File: config.mk
export PLATFORM = sky130hd
export DESIGN_NAME = ex_mem_stage
export DESIGN_NICKNAME = d
export VERILOG_FILES = /design/src/rtl/ex_mem_stage.sv
export SDC_FILE = /design/constraint.sdc
export NUM_CORES = 1
export LEC_CHECK = 0
export CAP_MARGIN = 20
export CORE_UTILIZATION = 41
export CTS_CLUSTER_SIZE = 30
export DETAILED_ROUTE_END_ITERATION = 12
export PLACE_DENSITY = 0.83
export SYNTH_ARGS = -nofsm -noshare
export SYNTH_HDL_FRONTEND = slang
export SYNTH_SLANG_ARGS = --single-unit
File: constraint.sdc
create_clock -name clk -period 2.89 [get_ports clk]
set_input_delay 0.289 -clock clk [delete_from_list [all_inputs] [get_ports clk]]
set_output_delay 0.289 -clock clk [all_outputs]
set_load 0.05 [all_outputs]
File: src/rtl/ex_mem_stage.sv
// ----------------------------------------------------------------------------
// ex_mem_stage
//
// EX/MEM pipeline boundary.
//  * Registers the EX-stage results (ALU result, store data, destination,
//    branch target, MEM/WB control bits) into the M stage and registers the
//    branch decision PCSrc = Branch & Zero.
//  * Drives the forwarded operands readd1/readd2 back into EX, selecting
//    MEM-stage result, WB-stage data or raw register-file data.
//  * Detects load-use hazards and inserts bubbles for hazards, taken
//    branches and external flushes.
//
// Ports
//  clk, rst                 clock, synchronous active-high reset
//  stall                    hold every M-stage register
//  flush                    next capture is a bubble (wins over stall)
//  rf_d1, rf_d2             raw register-file operands of the EX instruction
//  ex_rs, ex_rt             EX source register addresses
//  ALUResult, Zero          EX ALU result and zero flag
//  WriteReg, ALUR           EX destination register and branch target
//  RegWrite..Branch         EX control bits
//  wb_RegWrite/WriteReg/data  WB-stage write-back port (forwarding source)
//  readd1, readd2           forwarded operands to EX (combinational)
//  ld_hazard                load-use hazard, upstream holds IF/ID/EX
//  m_*                      registered M-stage outputs
//  PCSrc                    registered branch-taken flag
// ----------------------------------------------------------------------------
module ex_mem_stage #(
   parameter int ALU_WIDTH     = 8,
   parameter int PC_WIDTH      = 6,
   parameter int REG_DIR_WIDTH = 3
) (
   input  logic                     clk,
   input  logic                     rst,
   input  logic                     stall,
   input  logic                     flush,
   input  logic [ALU_WIDTH-1:0]     rf_d1,
   input  logic [ALU_WIDTH-1:0]     rf_d2,
   input  logic [REG_DIR_WIDTH-1:0] ex_rs,
   input  logic [REG_DIR_WIDTH-1:0] ex_rt,
   input  logic [ALU_WIDTH-1:0]     ALUResult,
   input  logic                     Zero,
   input  logic [REG_DIR_WIDTH-1:0] WriteReg,
   input  logic [PC_WIDTH-1:0]      ALUR,
   input  logic                     RegWrite,
   input  logic                     MemRead,
   input  logic                     MemWrite,
   input  logic                     MemtoReg,
   input  logic                     Branch,
   input  logic                     wb_RegWrite,
   input  logic [REG_DIR_WIDTH-1:0] wb_WriteReg,
   input  logic [ALU_WIDTH-1:0]     wb_data,
   output logic [ALU_WIDTH-1:0]     readd1,
   output logic [ALU_WIDTH-1:0]     readd2,
   output logic                     ld_hazard,
   output logic [ALU_WIDTH-1:0]     m_ALUResult,
   output logic [ALU_WIDTH-1:0]     m_WriteData,
   output logic [REG_DIR_WIDTH-1:0] m_WriteReg,
   output logic                     m_RegWrite,
   output logic                     m_MemRead,
   output logic                     m_MemWrite,
   output logic                     m_MemtoReg,
   output logic [PC_WIDTH-1:0]      m_ALUR,
   output logic                     PCSrc
);

   // M-stage state
   logic [ALU_WIDTH-1:0]     alu_q, alu_d;
   logic [ALU_WIDTH-1:0]     wdata_q, wdata_d;
   logic [REG_DIR_WIDTH-1:0] wreg_q, wreg_d;
   logic [PC_WIDTH-1:0]      alur_q, alur_d;
   logic                     regwrite_q, regwrite_d;
   logic                     memread_q, memread_d;
   logic                     memwrite_q, memwrite_d;
   logic                     memtoreg_q, memtoreg_d;
   logic                     pcsrc_q, pcsrc_d;

   // ------------------------------------------------------------------------
   // Operand forwarding. Index 0 is operand A (rs), index 1 is operand B (rt).
   // A load in M has no data yet, so it is excluded from MEM forwarding;
   // that case is covered by the load-use bubble instead.
   // ------------------------------------------------------------------------
   logic [REG_DIR_WIDTH-1:0] src_reg [2];
   logic [ALU_WIDTH-1:0]     src_rf  [2];
   logic [ALU_WIDTH-1:0]     fwd     [2];

   assign src_reg[0] = ex_rs;
   assign src_reg[1] = ex_rt;
   assign src_rf[0]  = rf_d1;
   assign src_rf[1]  = rf_d2;

   genvar gi;
   generate
      for (gi = 0; gi < 2; gi++) begin : g_fwd
         always_comb begin
            fwd[gi] = src_rf[gi];
            if (src_reg[gi] != '0) begin
               if (regwrite_q && !memread_q && (wreg_q == src_reg[gi]))
                  fwd[gi] = alu_q;
               else if (wb_RegWrite && (wb_WriteReg == src_reg[gi]))
                  fwd[gi] = wb_data;
            end
         end
      end
   endgenerate

   assign readd1 = fwd[0];
   assign readd2 = fwd[1];

   assign ld_hazard = memread_q && regwrite_q && (wreg_q != '0) &&
                      ((wreg_q == ex_rs) || (wreg_q == ex_rt));

   // ------------------------------------------------------------------------
   // Next-state selection: flush > stall > taken branch > load-use > capture.
   // Flush outranks stall so an external kill is never swallowed by a hold.
   // ------------------------------------------------------------------------
   always_comb begin
      alu_d      = alu_q;
      wdata_d    = wdata_q;
      wreg_d     = wreg_q;
      alur_d     = alur_q;
      regwrite_d = regwrite_q;
      memread_d  = memread_q;
      memwrite_d = memwrite_q;
      memtoreg_d = memtoreg_q;
      pcsrc_d    = pcsrc_q;
      if (flush || (!stall && (pcsrc_q || ld_hazard))) begin
         // bubble: controls and data all cleared
         alu_d      = '0;
         wdata_d    = '0;
         wreg_d     = '0;
         alur_d     = '0;
         regwrite_d = 1'b0;
         memread_d  = 1'b0;
         memwrite_d = 1'b0;
         memtoreg_d = 1'b0;
         pcsrc_d    = 1'b0;
      end else if (!stall) begin
         alu_d      = ALUResult;
         wdata_d    = fwd[1];
         wreg_d     = WriteReg;
         alur_d     = ALUR;
         regwrite_d = RegWrite;
         memread_d  = MemRead;
         memwrite_d = MemWrite;
         memtoreg_d = MemtoReg;
         pcsrc_d    = Branch & Zero;
      end
   end

   always_ff @(posedge clk) begin
      if (rst) begin
         alu_q      <= '0;
         wdata_q    <= '0;
         wreg_q     <= '0;
         alur_q     <= '0;
         regwrite_q <= 1'b0;
         memread_q  <= 1'b0;
         memwrite_q <= 1'b0;
         memtoreg_q <= 1'b0;
         pcsrc_q    <= 1'b0;
      end else begin
         alu_q      <= alu_d;
         wdata_q    <= wdata_d;
         wreg_q     <= wreg_d;
         alur_q     <= alur_d;
         regwrite_q <= regwrite_d;
         memread_q  <= memread_d;
         memwrite_q <= memwrite_d;
         memtoreg_q <= memtoreg_d;
         pcsrc_q    <= pcsrc_d;
      end
   end

   assign m_ALUResult = alu_q;
   assign m_WriteData = wdata_q;
   assign m_WriteReg  = wreg_q;
   assign m_ALUR      = alur_q;
   assign m_RegWrite  = regwrite_q;
   assign m_MemRead   = memread_q;
   assign m_MemWrite  = memwrite_q;
   assign m_MemtoReg  = memtoreg_q;
   assign PCSrc       = pcsrc_q;

endmodule

==> results.md, run 1 <==
- Tot GR Track Use: 27.8%
- RD Place Congestion: 0.802
- Worst path required time: 2600 ps
- DRT iter0 DRCs: 169
- Post-layout util: 77.0%
- Yosys warnings: 0
- Final ANT Viol Nets: 0
- Netlist cell types: 32
- Fillers: 310
- Synth async-reset ratio: 0%
- Cell type with the highest aggregate area in the netlist: dfxtp_1
- Synth top area share: 32.9%
- Die Span Y: 68.8 um
- Leakage power: 1.25 nW
- Row count: 23
- Initial antenna violation count: 0
- H-tree lvl count: 2
- First-pass GRT wire length: 9.49 mm
- Syn Std Cell Area: 1830 um2
- Design area: 3190 um2
- Post-synthesis compound-gate area fraction: 15.7%
- Share of cells above drive strength 1: 14.2%
- Post-Synth XOR/XNOR Area: 5.75%
- Core outline area: 4140 um2
- Pwr dens: 396 nW/um2
- Routed len/inst: 16.3 um
- Post-route DRC: 0
- CTS Sinks: 30
- Post-synth top cells: nor2_1, dfxtp_1, a21oi_1
- Status: complete, no violations
- Final setup fails: 0
- Die area: 4730 um2
- TritonCTS clock tree: built
- Worst EP arrival: 2350 ps
- Hold_buf cts: 0
- Syn Nets: 284
- Top_reg_cell synth: dfxtp_1
- Via density: 5.36
- Sequential share of the synthesized area: 32.9%
- Num ports: 108
- WS Path Type: in -> out
- Synth area leaders: dfxtp_1, mux2i_1, nor2_1
- Pins Over Slew Limit: 0
- Most common cell in the synthesized netlist: nor2_1
- Total CTS buffers: 5
- Initial core utilization: 44.1%
- Slew headroom: 48.6%
- Post_cts resized: 0
- CTS max path bufs: 2
- Main combinational cell family by area after synthesis: simple AND/OR/NAND/NOR gates
- Final Hold Fails: 0
- DRT Pass-1 Iters: 4
- Synthesized-area fraction occupied by adder cells: 0%
- Die width: 68.8 um
- Worst-Skew Late Latency: 280 ps
- Post-Synthesis Cells: 223
- Final net count: 392
- Total power draw: 0.00126 W
- Mean Syn Cell Area: 8.20 um2
- Worst Setup End Kind: output pin
- Startpoint types: input port
- Root Driver: clkbuf_8
- Buffers on Ports: 107
- Post-Synth Simple-Gate Area: 30.3%
- Maxcap violations: 0
- Final worst path period need: 2640 ps
- HP Class: reg -> reg
- Period Utilization, post-route: 91.5%
- Clock skew: 2.68 ps
- TNS Setup: 0 ps
- Syn-to-layout area delta: 74.5%
- GR Overflow Total: 0
- Placed cell area: 3100 um2
- RSZ-0062 raised after global routing: false
- Mux cell area share after synthesis: 11.5%
- F_max: 378 MHz
- Peak VDD IR: 0.000274 V
- Yosys reg bits: 30
- EDFF count, synth: 0
- Hpwl dp: 4.74 mm
- Largest net degree at the start of global routing: 32
- Diode count: 0
- Slew @ Worst Pin: 761 ps
- Vias in the first global route: 1962
- Detailed-route via count: 2049
- Worst-path clk slew: 60 ps
- Wirelength, routed: 6.23 mm
- Crit-path max FO: 10
- Setup Fix Bufs, Post-CTS: 0
## state kept, by name, summed over array words and instances, names as in the netlist
register / count
m_MemWrite: 1
m_ALUR: 6
m_WriteReg: 3
PCSrc: 1
m_ALUResult: 8
m_MemRead: 1
m_RegWrite: 1
m_MemtoReg: 1
m_WriteData: 8
## metal layers
metal | routed length [um] | track usage, % | vias up
li1 | - | - | 1010
met2 | 3000 | 45.8 | 104
met4 | 102 | 9.18 | 0
met5 | 0 | 0 | -
met1 | 2410 | 31.8 | 925
met3 | 728 | 12.7 | 10
## layout make-up
type / instances / area (um2) / share of cell area [%]
Multi-Input combinational cell: 180 / 1160 / 36.5
Sequential cell: 30 / 601 / 18.8
Clock inverter: 1 / 5.00 / 0.157
Timing Repair Buffer: 113 / 1270 / 39.8
Clock buffer: 7 / 86.3 / 2.71
Inverter: 1 / 3.75 / 0.118
Tap cell: 50 / 62.6 / 1.96
## worst max-delay path: stages
cell and delay, ps:
clkdlybuf4s50_1 560, xnor2_1 140, nand4_1 340, a21boi_2 510, nor2_1 90, a21oi_1 250, buf_12 180
## report_power, final
group | switching (W) | internal (W)
clock network | 0.000160 | 0.000192
logic | 0.000249 | 0.000222
registers | 0.0000125 | 0.000429
## cells by family after synthesis
logic type,count (synthesis)
AO/OA/AOI/OAI,47
XOR/XNOR,12
multiplexers,21
flip-flops,30
AND/OR/NAND/NOR,100
buffers and inverters,13
## final timing paths
kind | from | endpoint | slack [ps] | depth (start not counted)
setup / recovery | ex_rt[1] | readd2[0] | 250 | 7
setup reg to reg | m_WriteReg[0] | m_WriteData[6] | 1070 | 4
hold reg to reg | m_MemWrite | m_MemWrite | 510 | 2
hold / removal | m_MemWrite | m_MemWrite | 510 | 2
## through the flow
step | worst slack, ps | hold slack (ps) | instances
global placement | 372 | 473 | 374
CTS | 264 | 511 | 382
floorplan | 262 | 433 | 223
global route | 109 | 547 | 382
finish | 247 | 506 | 382
detailed placement | 278 | 488 | 374
## layout by cell type (no fill, tap or decap), types with 2 or more instances in the layout
cell type	n
xnor2_1	12
nor2_1	47
nand2_1	8
nand2b_1	4
o21ai_0	8
buf_4	7
and3_1	2
mux2i_1	21
dfxtp_1	30
o22ai_1	8
a21boi_2	2
or3_1	18
nand4_1	3
clkbuf_8	6
a21oi_2	2
buf_12	16
clkdlybuf4s50_1	89
nor4_2	7
a21oi_1	23
or2b_1	5
No activity file was read; power rests on OpenSTA's default activity.
==> inputs of run 2 (changes only) <==
--- a/config.mk
+++ b/config.mk
@@ -5,11 +5,12 @@
 export SDC_FILE = /design/constraint.sdc
 export NUM_CORES = 1
 export LEC_CHECK = 0
+export ABC_CLOCK_PERIOD_IN_PS = 2550
 export CAP_MARGIN = 20
-export CORE_UTILIZATION = 41
+export CORE_UTILIZATION = 38
 export CTS_CLUSTER_SIZE = 30
 export DETAILED_ROUTE_END_ITERATION = 12
-export PLACE_DENSITY = 0.83
+export PLACE_DENSITY = 0.78
 export SYNTH_ARGS = -nofsm -noshare
 export SYNTH_HDL_FRONTEND = slang
 export SYNTH_SLANG_ARGS = --single-unit
==> constraint.sdc (replaced) <==
create_clock -name clk -period 2.55 [get_ports clk]
set_input_delay 0.255 -clock clk [delete_from_list [all_inputs] [get_ports clk]]
set_output_delay 0.255 -clock clk [all_outputs]
set_load 0.05 [all_outputs]
==> run 2 against run 1 <==
  * The flow now finishes with violations (DRC)
  * Clock power is essentially flat
  * Final area grew 1.3%
  * Power grew 9.9%
  * Sequential share of layout area shrank 0.23 points
  * Die area grew 7.7%
  * Critical endpoint is now readd2[3]
  * Critical path type unchanged
  * Setup slack lost 100 ps
==> results.md, run 2 (synthesis results as in run 1) <==
- Multi-input logic area: 1190 um2
- Post-route DRC: 10
- Inst Count DP: 379
- Worst Setup End Kind: output pin
- F_max: 416 MHz
- Tot GR Track Use: 24.2%
- Crit-path max FO: 8
- RD Place Congestion: 0.831
- Initial core utilization: 40.9%
- Final net count: 395
- Total power draw: 0.00139 W
- Leakage power: 1.25 nW
- Pwr dens: 430 nW/um2
- DRT Pass-1 Iters: 10
- Worst EP arrival: 2150 ps
- Wirelength, routed: 6.00 mm
- CTS Sinks: 30
- Diode count: 0
- TritonCTS clock tree: built
- Min-delay src: m_ALUR[5]
- Num ports: 108
- TNS Setup: 0 ps
- Reg2reg start: m_WriteReg[2]
- Row count: 24
- Hpwl dp: 4.59 mm
- Die area: 5090 um2
- Peak VDD IR: 0.000292 V
- Initial antenna violation count: 0
- Worst path required time: 2300 ps
- Die Span Y: 71.4 um
- Most frequent cells in the layout: clkdlybuf4s50_1, nor2_1, dfxtp_1
- GR Overflow Total: 0
- First-pass GRT wire length: 9.54 mm
- Slew @ Worst Pin: 773 ps
- Routed len/inst: 15.5 um
- Largest net degree at the start of global routing: 32
- Clock skew: 2.44 ps
- DRT iter0 DRCs: 138
- Fillers: 367
- Buffers on Ports: 107
- Worst hold slack: 496 ps
- Core outline area: 4470 um2
- Worst-Skew Late Latency: 280 ps
- RSZ-0062 raised after global routing: false
- Register area: 601 um2
- Commonest non-fill, non-tap cell in the layout: clkdlybuf4s50_1
- HP Class: reg -> reg
- Root Driver: clkbuf_8
- CTS max path bufs: 2
- Non-Filler Instances: 386
- Via density: 5.40
- Detailed-route via count: 2083
- Startpoint types: input port
- Final worst path period need: 2400 ps
- Share of cells above drive strength 1: 16.8%
- Syn-to-layout area delta: 76.7%
- Failing checks: DRC
- Maxcap violations: 0
- Slew headroom: 47.8%
- Status: finished with violations
- WS Path Type: in -> out
- Total CTS buffers: 5
- Final Hold Fails: 0
- Final ANT Viol Nets: 0
- Setup crit start: ex_rt[0]
- Setup Fix Bufs, Post-CTS: 0
- Die width: 71.4 um
- Final setup fails: 0
- H-tree lvl count: 2
- Vias in the first global route: 1990
- Pins Over Slew Limit: 0
- Hold_buf cts: 0
- Worst-path clk slew: 60 ps
- Post_cts resized: 0
- Period Utilization, post-route: 94.3%
[run 2: cell types whose count changed in the layout (fill, tap and decap cells not counted), sizes merged]
cell / before / now
clkinv: 1 / 0
buf: 24 / 27
[run 2: worst paths after layout]
path	end	slack, ps	cells after the start
min	m_ALUR[5]	500	2
min reg2reg	m_ALUR[5]	500	2
max	readd2[3]	150	7
max reg2reg	m_WriteData[2]	740	4
[run 2: report_power, final]
group	internal (W)	total, W	switching [W]
Sequential	0.000486	0.000500	0.0000135
Combinational	0.000256	0.000540	0.000284
Clock	0.000187	0.000349	0.000162
[run 2: layer usage]
layer / global-route usage (%) / part of all wire, %
met3: 5.91 / 7.0
met5: 0 / 0
met1: 30.9 / 45
met4: 8.22 / 0.80
met2: 39.9 / 47
[run 2: area by class of cell]
class	count	area share [%]
Clock buffer	7	2.36
Inverter	1	0.116
Sequential cell	30	18.6
Multi-Input combinational cell	180	36.9
Timing Repair Buffer	116	40.0
Tap cell	52	2.01
[run 2: through the flow]
stage	setup slack, ps	util (%)	area [um2]
CTS	182	72.2	3230
floorplan	24.3	-	1860
finish	145	72.2	3230
detailed placement	176	70.5	3150
global route	46.5	72.2	3230
global placement	223	70.5	3150
[run 2: worst max-delay path, cell delays in order]
cell and delay, ps:
clkdlybuf4s50_1 470, xnor2_1 270, nand4_1 200, a21boi_2 430
nor2_1 70, a21oi_1 270, buf_12 180
==> inputs of run 3 (changes only) <==
--- a/config.mk
+++ b/config.mk
@@ -7,10 +7,12 @@
 export LEC_CHECK = 0
 export ABC_CLOCK_PERIOD_IN_PS = 2550
 export CAP_MARGIN = 20
-export CORE_UTILIZATION = 38
+export CORE_UTILIZATION = 39
+export CTS_BUF_LIST = sky130_fd_sc_hd__clkbuf_4 sky130_fd_sc_hd__clkbuf_8
 export CTS_CLUSTER_SIZE = 30
 export DETAILED_ROUTE_END_ITERATION = 12
-export PLACE_DENSITY = 0.78
+export GPL_ROUTABILITY_DRIVEN = 0
+export PLACE_DENSITY = 0.8
 export SYNTH_ARGS = -nofsm -noshare
 export SYNTH_HDL_FRONTEND = slang
 export SYNTH_SLANG_ARGS = --single-unit
==> run 3 against run 2 <==
  * Largest power group unchanged
  * First-iteration DRC count increased by 35%
  * Fmax about the same
  * The flow still finishes with violations (DRC)
  * Sequential cell count unchanged
  * Sequential power about the same
  * Sequential share of layout area about the same
  * Critical endpoint is now readd2[1]
  * Critical path type unchanged
  * Non-clock buffer count decreased by 2
  * Final area decreased by 0.19%
  * Cell count decreased by 0.78%
  * Wire length increased by 2.7%
==> results.md, run 3 (synthesis results as in run 1) <==
- TNS Setup: 0 ps
- Final worst path period need: 2400 ps
- Worst slack, placed: 145 ps
- Critical-path top delay cell: clkdlybuf4s50_1
- Reg2Reg Setup Slack: 760 ps
- Multi-input logic area: 1200 um2
- Maxcap violations: 0
- Period Utilization, post-route: 94.3%
- Register area: 601 um2
- Hold_buf cts: 0
- Initial core utilization: 41.1%
- Slew headroom: 52.2%
- DRT Pass-1 Iters: 8
- Die area: 4970 um2
- Initial antenna violation count: 0
- Tot GR Track Use: 26.2%
- Post-layout util: 72.6%
- Worst EP arrival: 2150 ps
- Buffers on Ports: 107
- Non-Filler Instances: 383
- Worst-path clk slew: 60 ps
- Hold Path Depth: 2
- CTS max path bufs: 2
- DRT iter0 DRCs: 186
- HP Class: reg -> reg
- Fin worst setup slack: 146 ps
- First-pass GRT wire length: 10.1 mm
- Worst hold slack: 497 ps
- Wirelength, routed: 6.16 mm
- Commonest non-fill, non-tap cell in the layout: clkdlybuf4s50_1
- Failing checks: DRC
- Setup Fix Bufs, Post-CTS: 0
- Crit-path leading delay family: buffers and inverters
- Post_cts resized: 0
- Most frequent cells in the layout: clkdlybuf4s50_1, nor2_1, dfxtp_1
- Final net count: 393
- Largest net degree at the start of global routing: 32
- Worst Setup End Kind: output pin
- Slew @ Worst Pin: 709 ps
- Share of cells above drive strength 1: 16.9%
- Row count: 24
- Crit-path max FO: 8
- Startpoint types: input port
- TritonCTS clock tree: built
- RSZ-0062 raised after global routing: false
- Detailed-route via count: 2069
- H-tree lvl count: 2
- Via density: 5.40
- Hpwl dp: 4.75 mm
- Die width: 70.5 um
- Peak VDD IR: 0.000283 V
- Num ports: 108
- Buf+Inv Stages, Crit Path: 2
- Crit path largest cell delay: 550 ps
- Core outline area: 4440 um2
- Fillers: 376
- Total CTS buffers: 5
- Inst Count DP: 377
- CTS Sinks: 30
- Pwr dens: 440 nW/um2
- WS Path Type: in -> out
- Final setup fails: 0
- Final ANT Viol Nets: 0
- GR Overflow Total: 0
- Cells on worst reg2reg path: 4
- Syn-to-layout area delta: 76.4%
- Root Driver: clkbuf_8
- Critical-path cell list: clkdlybuf4s50_1 > xnor2_1 > nand4_1 > a21boi_2 > nor2_1 > a21oi_1 > buf_12
- Status: finished with violations
- Worst-Skew Late Latency: 280 ps
- Clock skew: 1.97 ps
- Pins Over Slew Limit: 0
- Worst path required time: 2300 ps
- Post-route DRC: 20
- Die Span Y: 70.5 um
- Diode count: 0
- Final Hold Fails: 0
- Vias in the first global route: 1996
- Leakage power: 1.25 nW
- F_max: 416 MHz
- Routed len/inst: 16.1 um
- WP depth: 7
-- run 3: cell types whose count changed in the layout (fill, tap and decap cells not counted), sizes merged --
cell and delta:
buf -2, clkbuf -1
-- run 3: per-layer routing --
| metal | vias to the layer above | wire, um | GRT usage, % |
|---|---|---|---|
| met5 | - | 0 | 0 |
| met4 | 0 | 83 | 7.71 |
| met3 | 9 | 490 | 6.06 |
| met2 | 93 | 2950 | 44.6 |
| met1 | 961 | 2640 | 32.7 |
| li1 | 1006 | - | - |
-- run 3: final cells by class --
| cell class | count | share of cell area (%) |
|---|---|---|
| multi-input combinational | 180 | 37.1 |
| timing repair buffer | 114 | 39.6 |
| tap | 52 | 2.02 |
| sequential | 30 | 18.6 |
| clock buffer | 6 | 2.56 |
| inverter | 1 | 0.116 |
-- run 3: per-stage QoR --
step / instance area, um2 / total power (W)
2_1_floorplan: 1860 / 0.000782
3_3_place_gp: 3140 / 0.00104
3_5_place_dp: 3140 / 0.00105
4_1_cts: 3220 / 0.00143
5_1_grt: 3220 / 0.00148
6_report: 3220 / 0.00142
-- run 3: worst min-delay path, cell delays in order, from the launching register on --
cell and delay, ps:
dfxtp_1 330, mux2i_1 70, nor2_1 70
-- run 3: worst paths after layout --
path | startpoint | endpoint
hold reg to reg | m_MemWrite | m_MemWrite
setup reg to reg | m_WriteReg[2] | m_WriteData[3]
setup / recovery | ex_rt[2] | readd2[1]
hold / removal | m_MemWrite | m_MemWrite
-- run 3: power breakdown --
| group | internal, W | leakage, nW | switching (W) |
|---|---|---|---|
| Sequential | 0.000486 | 0.245 | 0.0000141 |
| Clock | 0.000208 | 0.0431 | 0.000171 |
| Combinational | 0.000255 | 0.963 | 0.000284 |
